**config.mk**
```make
export PLATFORM = sky130hd
export DESIGN_NAME = fir_coeff_controller_flat
export DESIGN_NICKNAME = d
export VERILOG_FILES = /design/src/rtl/fir_pkg.sv /design/src/rtl/fir_coeff_controller_if.sv /design/src/rtl/fir_coeff_controller.sv /design/src/flat_wrapper.sv
export SDC_FILE = /design/constraint.sdc
export NUM_CORES = 1
export LEC_CHECK = 0
export CORE_AREA = 5 5 273 275
export DETAILED_ROUTE_END_ITERATION = 8
export DIE_AREA = 0 0 278 280
export PLACE_DENSITY = 0.93
export SETUP_SLACK_MARGIN = 0.2
export SYNTH_ARGS = -nofsm -noshare
export SYNTH_HDL_FRONTEND = slang
export SYNTH_SLANG_ARGS = --single-unit
```
**constraint.sdc**
```tcl
create_clock -name clk_i -period 3.8 [get_ports clk_i]
set_input_delay 0.95 -clock clk_i [delete_from_list [all_inputs] [get_ports clk_i]]
set_output_delay 0.95 -clock clk_i [all_outputs]
set_load 0.02 [all_outputs]
```
**src/rtl/fir_pkg.sv**
```systemverilog
// Shared definitions for the FIR filter engine and its coefficient controller.
//   - default tap count and coefficient width
//   - coefficient index width helper and index/coefficient typedefs
//   - identity tap value (largest positive Q1.(BITWIDTH-1) number, ~1.0)
//   - load FSM state enum
package fir_pkg;

    localparam int COEFF_LENGTH_DEF = 23;
    localparam int BITWIDTH_DEF     = 24;

    // Index width for n taps; at least one bit, so a single-tap build still works.
    function automatic int idx_width(input int n);
        return (n > 1) ? $clog2(n) : 1;
    endfunction

    typedef logic        [idx_width(COEFF_LENGTH_DEF)-1:0] coeff_idx_t;
    typedef logic signed [BITWIDTH_DEF-1:0]                 coeff_t;

    localparam coeff_t IDENTITY_TAP = coeff_t'((64'd1 << (BITWIDTH_DEF - 1)) - 64'd1);

    typedef enum logic {
        LOAD_FILL    = 1'b0,
        LOAD_PENDING = 1'b1
    } load_state_e;

endpackage

```
**src/rtl/fir_coeff_controller_if.sv**
```systemverilog
// Coefficient write channel between the host register block and the
// controller.
//   wr_valid   : host offers a coefficient
//   wr_ready   : controller accepts it (high while the shadow bank is filling)
//   wr_data    : signed coefficient, index implied by arrival order
//   load_abort : discard a partially loaded shadow bank
// master = host side, slave = controller side.
interface fir_coeff_controller_if #(
    parameter int BITWIDTH = 24
);
    logic                wr_valid;
    logic                wr_ready;
    logic [BITWIDTH-1:0] wr_data;
    logic                load_abort;

    modport master (output wr_valid, output wr_data, output load_abort, input wr_ready);
    modport slave  (input wr_valid, input wr_data, input load_abort, output wr_ready);
endinterface

```
**src/rtl/fir_coeff_controller.sv**
```systemverilog
// Sequencing and coefficient controller for the single-channel FIR engine.
// Forwards sample ticks to the filter, tracks whether a filter run is in
// flight, and double-buffers the coefficient set: a new set streams into a
// shadow bank and is copied into the active bank only while no run is in
// flight, so a run never sees mixed coefficients.
//
// Ports:
//   clk_i          clock
//   rst_ni         asynchronous active-low reset
//   sample_tick_i  one-cycle pulse per input sample
//   fir_tick_o     registered start pulse to the filter
//   fir_done_i     filter run finished
//   coeff_o        active coefficient bank, tap k in coeff_o[k] (two's complement)
//   wr             coefficient write channel (slave side)
//   swapped_o      one-cycle pulse when the shadow bank is committed
//   pending_o      full shadow bank waiting for commit
//   overrun_o      sticky: a sample tick was dropped because the engine was busy
//   overrun_clr_i  clears overrun_o
module fir_coeff_controller
    import fir_pkg::*;
#(
    parameter int COEFF_LENGTH = COEFF_LENGTH_DEF,
    parameter int BITWIDTH     = BITWIDTH_DEF
) (
    input  logic                                   clk_i,
    input  logic                                   rst_ni,
    input  logic                                   sample_tick_i,
    output logic                                   fir_tick_o,
    input  logic                                   fir_done_i,
    output logic [COEFF_LENGTH-1:0][BITWIDTH-1:0]  coeff_o,
    fir_coeff_controller_if.slave                  wr,
    output logic                                   swapped_o,
    output logic                                   pending_o,
    output logic                                   overrun_o,
    input  logic                                   overrun_clr_i
);

    localparam int                  IDX_W    = idx_width(COEFF_LENGTH);
    localparam logic [IDX_W-1:0]    IDX_LAST = IDX_W'(COEFF_LENGTH - 1);
    localparam logic [BITWIDTH-1:0] ID_TAP   = {1'b0, {(BITWIDTH-1){1'b1}}};

    load_state_e                          state_q, state_d;
    logic [IDX_W-1:0]                     idx_q, idx_d;
    logic                                 busy_q, busy_d;
    logic                                 fir_tick_q, fir_tick_d;
    logic                                 swapped_q, swapped_d;
    logic                                 overrun_q, overrun_d;
    logic [BITWIDTH-1:0]                  shadow_q [COEFF_LENGTH];
    logic [COEFF_LENGTH-1:0][BITWIDTH-1:0] active_q;

    logic wr_accept;
    logic commit;
    logic tick_fwd;

    always_comb begin
        state_d   = state_q;
        idx_d     = idx_q;
        wr_accept = 1'b0;
        commit    = 1'b0;

        case (state_q)
            LOAD_FILL: begin
                // Abort has priority over a coincident write, which is dropped.
                if (wr.load_abort) begin
                    idx_d = '0;
                end else if (wr.wr_valid) begin
                    wr_accept = 1'b1;
                    if (idx_q == IDX_LAST) begin
                        idx_d   = '0;
                        state_d = LOAD_PENDING;
                    end else begin
                        idx_d = idx_q + 1'b1;
                    end
                end
            end
            LOAD_PENDING: begin
                // A tick already issued counts as in flight even before busy
                // rises, so the bank must not change under it.
                if (!busy_q && !fir_tick_q) begin
                    commit  = 1'b1;
                    state_d = LOAD_FILL;
                end
            end
            default: state_d = LOAD_FILL;
        endcase

        // A done in the same cycle frees the engine for this tick.
        tick_fwd   = sample_tick_i && !fir_tick_q && (!busy_q || fir_done_i);
        fir_tick_d = tick_fwd;
        swapped_d  = commit;
        // Start of a new run outranks completion of the previous one.
        busy_d     = fir_tick_q || (busy_q && !fir_done_i);
        // A fresh overrun outranks a clear in the same cycle.
        overrun_d  = (sample_tick_i && !tick_fwd) || (overrun_q && !overrun_clr_i);
    end

    always_ff @(posedge clk_i or negedge rst_ni) begin
        if (!rst_ni) begin
            state_q    <= LOAD_FILL;
            idx_q      <= '0;
            busy_q     <= 1'b0;
            fir_tick_q <= 1'b0;
            swapped_q  <= 1'b0;
            overrun_q  <= 1'b0;
        end else begin
            state_q    <= state_d;
            idx_q      <= idx_d;
            busy_q     <= busy_d;
            fir_tick_q <= fir_tick_d;
            swapped_q  <= swapped_d;
            overrun_q  <= overrun_d;
        end
    end

    // One register per tap: the shadow entry loads when its index is written,
    // the active entry loads from the shadow on commit.
    for (genvar gi = 0; gi < COEFF_LENGTH; gi++) begin : g_tap
        always_ff @(posedge clk_i or negedge rst_ni) begin
            if (!rst_ni) begin
                shadow_q[gi] <= '0;
            end else if (wr_accept && (idx_q == IDX_W'(gi))) begin
                shadow_q[gi] <= wr.wr_data;
            end
        end

        always_ff @(posedge clk_i or negedge rst_ni) begin
            if (!rst_ni) begin
                active_q[gi] <= (gi == 0) ? ID_TAP : '0;
            end else if (commit) begin
                active_q[gi] <= shadow_q[gi];
            end
        end
    end

    assign fir_tick_o  = fir_tick_q;
    assign swapped_o   = swapped_q;
    assign overrun_o   = overrun_q;
    assign pending_o   = (state_q == LOAD_PENDING);
    assign wr.wr_ready = (state_q == LOAD_FILL);
    assign coeff_o     = active_q;

endmodule

```
**src/flat_wrapper.sv**
```systemverilog
// flat-port wrapper written by rule: the top's interface ports become plain ports
module fir_coeff_controller_flat import fir_pkg::*;
#(
    parameter int COEFF_LENGTH = COEFF_LENGTH_DEF,
    parameter int BITWIDTH     = BITWIDTH_DEF
)
  (clk_i, rst_ni, sample_tick_i, fir_tick_o, fir_done_i, coeff_o, swapped_o, pending_o, overrun_o, overrun_clr_i, wr_wr_valid, wr_wr_data, wr_load_abort, wr_wr_ready);
  fir_coeff_controller_if #(.BITWIDTH(BITWIDTH)) wr_i ();
  input  logic clk_i;
  input  logic rst_ni;
  input  logic sample_tick_i;
  output logic fir_tick_o;
  input  logic fir_done_i;
  output logic [COEFF_LENGTH-1:0][BITWIDTH-1:0] coeff_o;
  output logic swapped_o;
  output logic pending_o;
  output logic overrun_o;
  input  logic overrun_clr_i;
  input wire logic [$bits(wr_i.wr_valid)-1:0] wr_wr_valid;
  input wire logic [$bits(wr_i.wr_data)-1:0] wr_wr_data;
  input wire logic [$bits(wr_i.load_abort)-1:0] wr_load_abort;
  output wire logic [$bits(wr_i.wr_ready)-1:0] wr_wr_ready;
  assign wr_i.wr_valid = wr_wr_valid;
  assign wr_i.wr_data = wr_wr_data;
  assign wr_i.load_abort = wr_load_abort;
  assign wr_wr_ready = wr_i.wr_ready;
  fir_coeff_controller #(.COEFF_LENGTH(COEFF_LENGTH), .BITWIDTH(BITWIDTH)) u_core (.clk_i(clk_i), .rst_ni(rst_ni), .sample_tick_i(sample_tick_i), .fir_tick_o(fir_tick_o), .fir_done_i(fir_done_i), .coeff_o(coeff_o), .wr(wr_i), .swapped_o(swapped_o), .pending_o(pending_o), .overrun_o(overrun_o), .overrun_clr_i(overrun_clr_i));
endmodule
```
==> results of run 1 <==
## cells by family after synthesis
group           share of synthesized area (%)
simple gates                             1.02
compound gates                          0.180
flops                                    66.8
fa+ha+maj                               0.150
buf+inv                                  2.09
mux                                      29.8
## worst min-delay path by stage
stage	start	endpoint	slack (ns)	cells after the start
6_report	rst_ni	u_core.coeff_o[230]$_DFFE_PN0P_	0.30	1
5_1_grt	rst_ni	u_core.coeff_o[259]$_DFFE_PN0P_	0.35	1
2_1_floorplan	u_core.shadow_q[257]$_DFFE_PN0P_	u_core.shadow_q[257]$_DFFE_PN0P_	0.45	1
3_3_place_gp	u_core.shadow_q[257]$_DFFE_PN0P_	u_core.shadow_q[257]$_DFFE_PN0P_	0.47	1
4_1_cts	rst_ni	u_core.shadow_q[305]$_DFFE_PN0P_	0.34	1
3_5_place_dp	u_core.shadow_q[543]$_DFFE_PN0P_	u_core.shadow_q[543]$_DFFE_PN0P_	0.49	1
## worst max-delay path, delay by kind of cell, from the launching register on
kind,cells,cell delay (ns)
buffers and inverters,2,0.83
DFF,1,0.54
## power breakdown
group          total [µW]  internal, µW  switching (µW)
Clock               11000          6380            4660
Sequential          12800         12400             364
Combinational        1490           668             821
## stage by stage
stage | setup WS, ns | area, µm² | utilization, %
after floorplan | 1.33 | 41800 | -
after global placement | 0.417 | 48900 | 67.8
after detailed placement | 0.337 | 48900 | 67.8
after CTS | 0.790 | 52600 | 73.0
after global routing | 0.751 | 52600 | 73.0
final | 0.815 | 52600 | 73.0
## state kept, by name, indices dropped and copies added (netlist names)
register / cells
u_core.idx_q: 5
u_core.swapped_o: 1
u_core.shadow_q: 552
u_core.coeff_o: 552
u_core.overrun_o: 1
u_core.pending_o: 1
u_core.busy_q: 1
u_core.fir_tick_o: 1
## routing by layer
metal,global-route usage (%),routed length (µm),up-vias
met1,35.7,43000,13026
met4,17.3,7660,4
met3,5.87,6570,384
met2,51.2,60100,998
met5,0,29,-
li1,-,-,9924
## synthesized netlist by cell type, types with 2 or more instances
cell type	n
mux2_2	1096
clkbuf_1	56
mux2_1	8
nand4_2	3
buf_4	5
nand4b_1	6
nand3_2	3
buf_6	7
nand2b_1	3
nor3_4	2
o21ai_0	3
inv_1	9
and2_1	3
buf_2	101
nor4_4	2
ha_1	5
o31ai_1	2
buf_1	2
nand2_1	6
nor2b_1	3
dfstp_2	23
o41ai_1	2
nand4b_2	2
dfrtp_1	1091
and4_1	2
## final cells by class
type | count | area (µm²)
Fill cell | 3927 | 19500
Inverter | 9 | 33.8
Clock buffer | 156 | 3170
Multi-Input combinational cell | 1167 | 13000
Tap cell | 959 | 1200
Sequential cell | 1114 | 27900
Timing Repair Buffer | 678 | 6760
Clock inverter | 42 | 526
==> metrics, run 1 <==
run status=finished clean; pwr/cell area=481 nW/µm²; DRC errors left=0; # rows=99; CTS tree=built; maximum VDD drop=between 0.0004 and 0.0005 V; hold crit path type=in2async; Synth warnings=0; worst-case reg-to-reg path depth=5; Total Power=25300 µW; vias in the first global route=~28000; Critical-path top delay cell=clkdlybuf4s50_1; Clock Pin Slew Worst Setup and Hold Paths=0.07 ns; commonest cells after routing, fill and taps aside=mux2_2, dfrtp_1, clkdlybuf4s50_1, clkbuf_16, buf_4; CTS Buffer Depth=3; R2R setup slack=1.16 ns; Pleak=approximately 0.026 µW; antenna violations before repair=2; WP data arrival=about 2.0 ns; I/O pin count=a little under 600; Worst-Skew Late Latency=approximately 0.67 ns; Pins Over Slew Limit=0; synth-to-layout area growth=25.9%; crit-path cells=inv_1 > clkdlybuf4s50_1; Pre-Repair DR Iteration Count=5; Post-Syn Area=roughly 42000 µm²; ranking of synthesized cells by area=dfrtp_1, mux2_2, dfstp_2; # port buffers=587; final hold violations=0; # H-tree levels=3; slew at the pin with the worst max-slew slack=~1.0 ns; CP Class=reg2out; cells after synthesis=between 2000 and 2500; post-CTS setup buffers=0; GPL Wtd Cong=0.847; Critical Path Sink Type=primary output; most common cell after layout, fill and taps aside=mux2_2; CP Launch Type=flip-flop; layout cell share with drive strength beyond 1=44.5%; root buf cell=clkbuf_16; Seq/Total Area, Yosys=about 67%; hold_ws=~0.3 ns; Inserted Clock Buffers=107; Rel. slew slack=about a third; final net count=roughly 3100; die area=~78000 µm²; Total Wirelength=about 120000 µm; Final TNS setup=0 ns; Die H=280 µm; Final Skew=0.0411 ns; CTS resizes=0; register bit total from synthesis=approximately 1100; Diodes inserted=0; CP max FO=11; Max Cap Violations=0; Hold Buf Count CTS=0; Syn Nets=between 2000 and 2500; Global Route Usage Sum=29.9%; top cell type by total area after synthesis=dfrtp_1; ys flop type=dfrtp_1; final number of setup-violating endpoints=0; Placed Cells=~4000; antenna-violating nets left=0; Avg Cell Area, Syn=between 15 and 20 µm²; asr flop ratio synth=between 90% and 100%; Initial Util=roughly 58%; RSZ-0062 raised after global routing=no; top-area cell type share of the netlist area=roughly two thirds; hpwl dp=~74000 µm; clk sink count=1114; initial DRC count=around 1700; Fmax=between 300 and 400 MHz; largest net degree at the start of global routing=about 110; Finished Layout Cells=4125; Critical R2R Launch=u_core.pending_o$_DFF_PN0_; grt total ovfl=0; width of the die=~280 µm; Worst path max stage delay=around 0.63 ns; crit path to=wr_wr_ready; first-pass GRT wire length=around 180000 µm; CP Data Required Time=around 2.9 ns; Vias/cell=approximately 5.9; Post-synth EDFFs=0; WL/cell=between 20 and 30 µm; Worst R2R End=u_core.coeff_o[32]$_DFFE_PN0P_; crit share post-route=about four fifths; CP startpoint=u_core.pending_o$_DFF_PN0_; number of distinct library cells after synthesis=~40; via count=~24000; min cycle time layout=~3 ns; CORE AREA=just over 70000 µm²
(Power assumes the default switching activity.)
==> run 2, diff against run 1 <==
--- a/config.mk
+++ b/config.mk
@@ -5,10 +5,10 @@
 export SDC_FILE = /design/constraint.sdc
 export NUM_CORES = 1
 export LEC_CHECK = 0
-export CORE_AREA = 5 5 273 275
+export CORE_AREA = 5 5 298 300
 export DETAILED_ROUTE_END_ITERATION = 8
-export DIE_AREA = 0 0 278 280
-export PLACE_DENSITY = 0.93
+export DIE_AREA = 0 0 303 305
+export PLACE_DENSITY = 0.83
 export SETUP_SLACK_MARGIN = 0.2
 export SYNTH_ARGS = -nofsm -noshare
 export SYNTH_HDL_FRONTEND = slang
==> constraint.sdc (replaced) <==
create_clock -name clk_i -period 2.53 [get_ports clk_i]
set_input_delay 0.6325 -clock clk_i [delete_from_list [all_inputs] [get_ports clk_i]]
set_output_delay 0.6325 -clock clk_i [all_outputs]
set_load 0.02 [all_outputs]
==> metrics, run 2 (synthesized netlist as in run 1, its figures left out) <==
run status=finished clean; CP Data Required Time=approximately 1.9 ns; Pre-Repair DR Iteration Count=5; CP max FO=2; post-CTS setup buffers=0; pwr/cell area=slightly above 700 nW/µm²; CTS tree=built; antenna-violating nets left=0; Fmax=approximately 440 MHz; via count=between 20000 and 25000; Worst-Skew Late Latency=between 0.6 and 0.7 ns; synth-to-layout area growth=27.6%; CP Class=reg2out; # rows=roughly 110; initial DRC count=approximately 1200; CTS Buffer Depth=3; I/O pin count=around 590; Crit path max-delay family=buffers and inverters; Pleak=0.0290 µW; Clock Pin Slew Worst Setup and Hold Paths=0.06 ns; # port buffers=587; RSZ-0062 raised after global routing=no; layout cell share with drive strength beyond 1=45.2%; final worst setup slack=0.248 ns; Initial Util=approximately 50%; slew at the pin with the worst max-slew slack=between 0.6 and 0.7 ns; first-pass GRT wire length=~170000 µm; maximum VDD drop=around 0.00068 V; Pins Over Slew Limit=0; clk sink count=between 1000 and 1500; antenna violations before repair=6; CORE AREA=about 86000 µm²; hpwl dp=about 73000 µm; final net count=roughly 3200; grt total ovfl=0; WP data arrival=~1.7 ns; Critical-path top delay cell=clkdlybuf4s50_1; Worst path max stage delay=0.63 ns; Rel. slew slack=between 50 and 60%; Die H=~310 µm; GPL Wtd Cong=~0.78; Inserted Clock Buffers=110; final number of setup-violating endpoints=0; Global Route Usage Sum=a little under a quarter; crit share post-route=about 90%; pre-CTS setup slack=-0.240 ns; most common cell after layout, fill and taps aside=mux2_2; hold_ws=around 0.47 ns; final hold violations=0; Max Cap Violations=0; crit-path cells=clkdlybuf4s50_1; die area=92400 µm²; fillcell total=approximately 6300; root buf cell=clkbuf_16; Vias/cell=between 5 and 6; Final Skew=0.0487 ns; Bufs and invs on worst path=1; Critical Path Sink Type=primary output; WL/cell=about 25 µm; hold crit path type=reg2reg; Total Wirelength=around 110000 µm; width of the die=303 µm; largest net degree at the start of global routing=119; commonest cells after routing, fill and taps aside=mux2_2, dfrtp_1, dlygate4sd2_1, clkdlybuf4s50_1, clkbuf_16; min cycle time layout=2.28 ns; DRC errors left=0; CP Launch Type=flip-flop; Diodes inserted=0; # H-tree levels=3; vias in the first global route=roughly 26000
[run 2: path summary, 6_finish.rpt]
path	from	endpoint	slack (ns)	depth (start not counted)
worst max-delay path	u_core.coeff_o[463]$_DFFE_PN0P_	coeff_o[463]	0.25	1
max in group asynchronous	rst_ni	u_core.coeff_o[265]$_DFFE_PN0P_	1.07	3
worst max register to register	u_core.pending_o$_DFF_PN0_	u_core.shadow_q[71]$_DFFE_PN0P_	0.38	5
worst min register to register	u_core.shadow_q[119]$_DFFE_PN0P_	u_core.coeff_o[455]$_DFFE_PN0P_	0.47	1
min in group asynchronous	rst_ni	u_core.coeff_o[455]$_DFFE_PN0P_	0.52	2
worst min-delay path	u_core.shadow_q[119]$_DFFE_PN0P_	u_core.coeff_o[455]$_DFFE_PN0P_	0.47	1
[run 2: power by group]
| part | switching, µW | internal [µW] | leakage [µW] |
|---|---|---|---|
| Combinational | 1180 | 939 | 0.0119 |
| Clock | 6970 | 9620 | 0.00184 |
| Sequential | 481 | 18600 | 0.0152 |
[run 2: metal layers]
layer / wire length [µm] / up-vias / global-route usage [%]
met5: 11 / - / 0
met3: 4980 / 272 / 3.63
met2: 56600 / 674 / 40.6
met1: 42800 / 12694 / 29.7
li1: - / 10005 / -
met4: 6480 / 2 / 11.9
[run 2: cell type report]
cell class,count,area [µm²],area share [%]
inverter,9,33.8,0.0634
clock buffer,158,3170,5.95
clock inverter,47,606,1.14
sequential,1114,27900,52.4
tap,1155,1450,2.71
timing repair buffer,715,7140,13.4
multi-input combinational,1167,13000,24.4
[run 2: through the flow]
step	power (µW)	utilization (%)	instance area (µm²)	cells	TNS (ns)
global placement	21600	58.0	49900	4159	-45.64
CTS	38200	61.9	53200	4365	0
global route	39200	62.0	53300	4365	0
floorplan	20300	-	41800	2461	0
detailed placement	21700	58.0	49900	4159	-57.75
finish	37800	62.0	53300	4365	0
[run 2: repair_timing]
action	4_1_cts	5_1_grt
hold endpoints to repair	9	0
pin swaps	0	0
resized for setup	391	61
gates cloned	0	0
setup endpoints to repair	390	60
hold buffers	1	0
==> run 3, diff against run 2 <==
--- a/config.mk
+++ b/config.mk
@@ -5,10 +5,11 @@
 export SDC_FILE = /design/constraint.sdc
 export NUM_CORES = 1
 export LEC_CHECK = 0
-export CORE_AREA = 5 5 298 300
+export CORE_AREA = 5 5 273 275
 export DETAILED_ROUTE_END_ITERATION = 8
-export DIE_AREA = 0 0 303 305
-export PLACE_DENSITY = 0.83
+export DIE_AREA = 0 0 278 280
+export GPL_TIMING_DRIVEN = 1
+export PLACE_DENSITY = 0.93
 export SETUP_SLACK_MARGIN = 0.2
 export SYNTH_ARGS = -nofsm -noshare
 export SYNTH_HDL_FRONTEND = slang
==> constraint.sdc (replaced) <==
create_clock -name clk_i -period 2.82 [get_ports clk_i]
set_input_delay 0.705 -clock clk_i [delete_from_list [all_inputs] [get_ports clk_i]]
set_output_delay 0.705 -clock clk_i [all_outputs]
set_load 0.02 [all_outputs]
==> metrics, run 3 (synthesized netlist as in run 1, its figures left out) <==
run status=finished clean; CP Data Required Time=approximately 2.1 ns; Global Route Usage Sum=a little under a third; Worst-Skew Late Latency=between 0.6 and 0.7 ns; Fmax=~400 MHz; Seq pwr share=between 50% and 60%; CP Launch Type=flip-flop; HP Start=u_core.shadow_q[303]$_DFFE_PN0P_; Finished Layout Cells=about 4100; I/O pin count=a little under 600; antenna-violating nets left=0; clk sink count=1114; pwr/cell area=roughly 640 nW/µm²; commonest cells after routing, fill and taps aside=mux2_2, dfrtp_1, clkdlybuf4s50_1, clkbuf_16, buf_4; # rows=slightly below 100; Final Skew=roughly 0.047 ns; CORE AREA=72100 µm²; Pleak=roughly 0.026 µW; DRC errors left=0; CP Class=reg2out; # H-tree levels=3; Critical Path Sink Type=primary output; Inserted Clock Buffers=roughly 110; vias in the first global route=roughly 28000; via count=24594; sw frac=between 20% and 30%; GPL Wtd Cong=between 0.8 and 0.9; final number of setup-violating endpoints=0; CP max FO=2; Gate power share=under 10%; initial DRC count=1619; die area=77800 µm²; Total Wirelength=about 120000 µm; WP data arrival=1.86 ns; pre-CTS setup slack=-0.167 ns; min cycle time layout=around 2.6 ns; Pins Over Slew Limit=0; synth-to-layout area growth=27.0%; WL/cell=28.9 µm; fillcell total=3897; antenna violations before repair=3; Crit path max-delay family=buffers and inverters; most common cell after layout, fill and taps aside=mux2_2; Worst path max stage delay=0.65 ns; Vias/cell=5.93; Max Cap Violations=0; width of the die=around 280 µm; Rel. slew slack=34.8%; Initial Util=57.9%; Int Power=between 20000 and 30000 µW; storage element area=around 28000 µm²; final hold violations=0; R2R setup slack=0.44 ns; Critical R2R Launch=u_core.pending_o$_DFF_PN0_; final worst setup slack=around 0.25 ns; slew at the pin with the worst max-slew slack=around 1 ns; first-pass GRT wire length=between 150000 and 200000 µm; Sw Pwr=between 7000 and 8000 µW; CTS Buffer Depth=3; crit-path cells=clkdlybuf4s50_1; worst-case reg-to-reg path depth=4; hpwl dp=76200 µm; root buf cell=clkbuf_16; Worst Hold Depth=1; # port buffers=587; hold endpoint=u_core.coeff_o[255]$_DFFE_PN0P_; Placed Cells=3944; clock power share=roughly 44%; Die H=around 280 µm; Total Power=~34000 µW; hold crit path type=reg2reg; final net count=roughly 3100; Clock Pin Slew Worst Setup and Hold Paths=~0.060 ns; crit share post-route=between 90% and 100%; CTS tree=built; layout cell share with drive strength beyond 1=between 40% and 50%; Pre-Repair DR Iteration Count=5; maximum VDD drop=between 0.0006 and 0.0007 V; largest net degree at the start of global routing=roughly 110; grt total ovfl=0; Critical-path top delay cell=clkdlybuf4s50_1; RSZ-0062 raised after global routing=no; area of the multi-input gates=around 13000 µm²; Bufs and invs on worst path=1; Worst R2R End=u_core.shadow_q[51]$_DFFE_PN0P_
-- run 3: changes by cell type in the layout (fill, tap and decap cells not counted), sizes merged --
cell,delta
clkdlybuf4s50,+447
dlygate4sd2,-388
dlymetal6s2s,-58
buf,-19
clkbuf,+12
clkinv,-12
clkinvlp,-4
inv,-3
bufinv,-1
diode,+1
-- run 3: metal layers --
layer	wire, µm	vias to the layer above	GRT usage, %
met5	25	-	0
met4	7710	4	17.4
met3	6150	378	4.71
met2	62700	1089	52.8
met1	43400	13184	36.9
li1	-	9939	-
-- run 3: stage by stage --
| stage | hold slack [ns] | TNS, ns | cell area, µm² | utilization, % |
|---|---|---|---|---|
| 3_3_place_gp | 0.471 | -2.58 | 49300 | 68.4 |
| 3_5_place_dp | 0.477 | -3.72 | 49300 | 68.4 |
| 5_1_grt | 0.496 | 0 | 53100 | 73.6 |
| 4_1_cts | 0.492 | 0 | 53100 | 73.6 |
| 6_report | 0.483 | 0 | 53100 | 73.6 |
| 2_1_floorplan | 0.409 | 0 | 41800 | - |
-- run 3: what timing repair did --
action                                  CTS  global route
buffers inserted                          0             0
gates resized for setup                   2             1
hold endpoints to repair                 24             0
hold buffers                              1             0
endpoints found under the setup margin    2             1
-- run 3: layout make-up --
type | instances | area share [%]
Timing Repair Buffer | 696 | 13.6
Multi-Input combinational cell | 1167 | 24.5
Clock buffer | 171 | 6.16
Antenna cell | 1 | 0.00471
Clock inverter | 27 | 0.860
Sequential cell | 1114 | 52.6
Inverter | 9 | 0.0637
Tap cell | 959 | 2.26
-- run 3: how the worst max path moves through the flow --
stage                                   start                              end  slack [ns]  cells after the start
2_1_floorplan                   wr_load_abort  u_core.shadow_q[27]$_DFFE_PN0P_        0.60                      5
3_3_place_gp                      wr_wr_valid  u_core.shadow_q[49]$_DFFE_PN0P_       -0.13                      5
3_5_place_dp                      wr_wr_valid  u_core.shadow_q[51]$_DFFE_PN0P_       -0.17                      5
4_1_cts        u_core.coeff_o[18]$_DFFE_PN1P_                      coeff_o[18]        0.21                      1
5_1_grt         u_core.coeff_o[0]$_DFFE_PN1P_                       coeff_o[0]        0.22                      1
6_report       u_core.coeff_o[18]$_DFFE_PN1P_                      coeff_o[18]        0.25                      1
-- run 3: power groups by stage --
stage          Sequential, µW  Clock, µW  Combinational, µW
6_report                17200      14900               2030
5_1_grt                 17300      15700               2180
4_1_cts                 17200      15000               2050
3_5_place_dp            17500          0               2010
3_3_place_gp            17400          0               1900
2_1_floorplan           17400          0                768
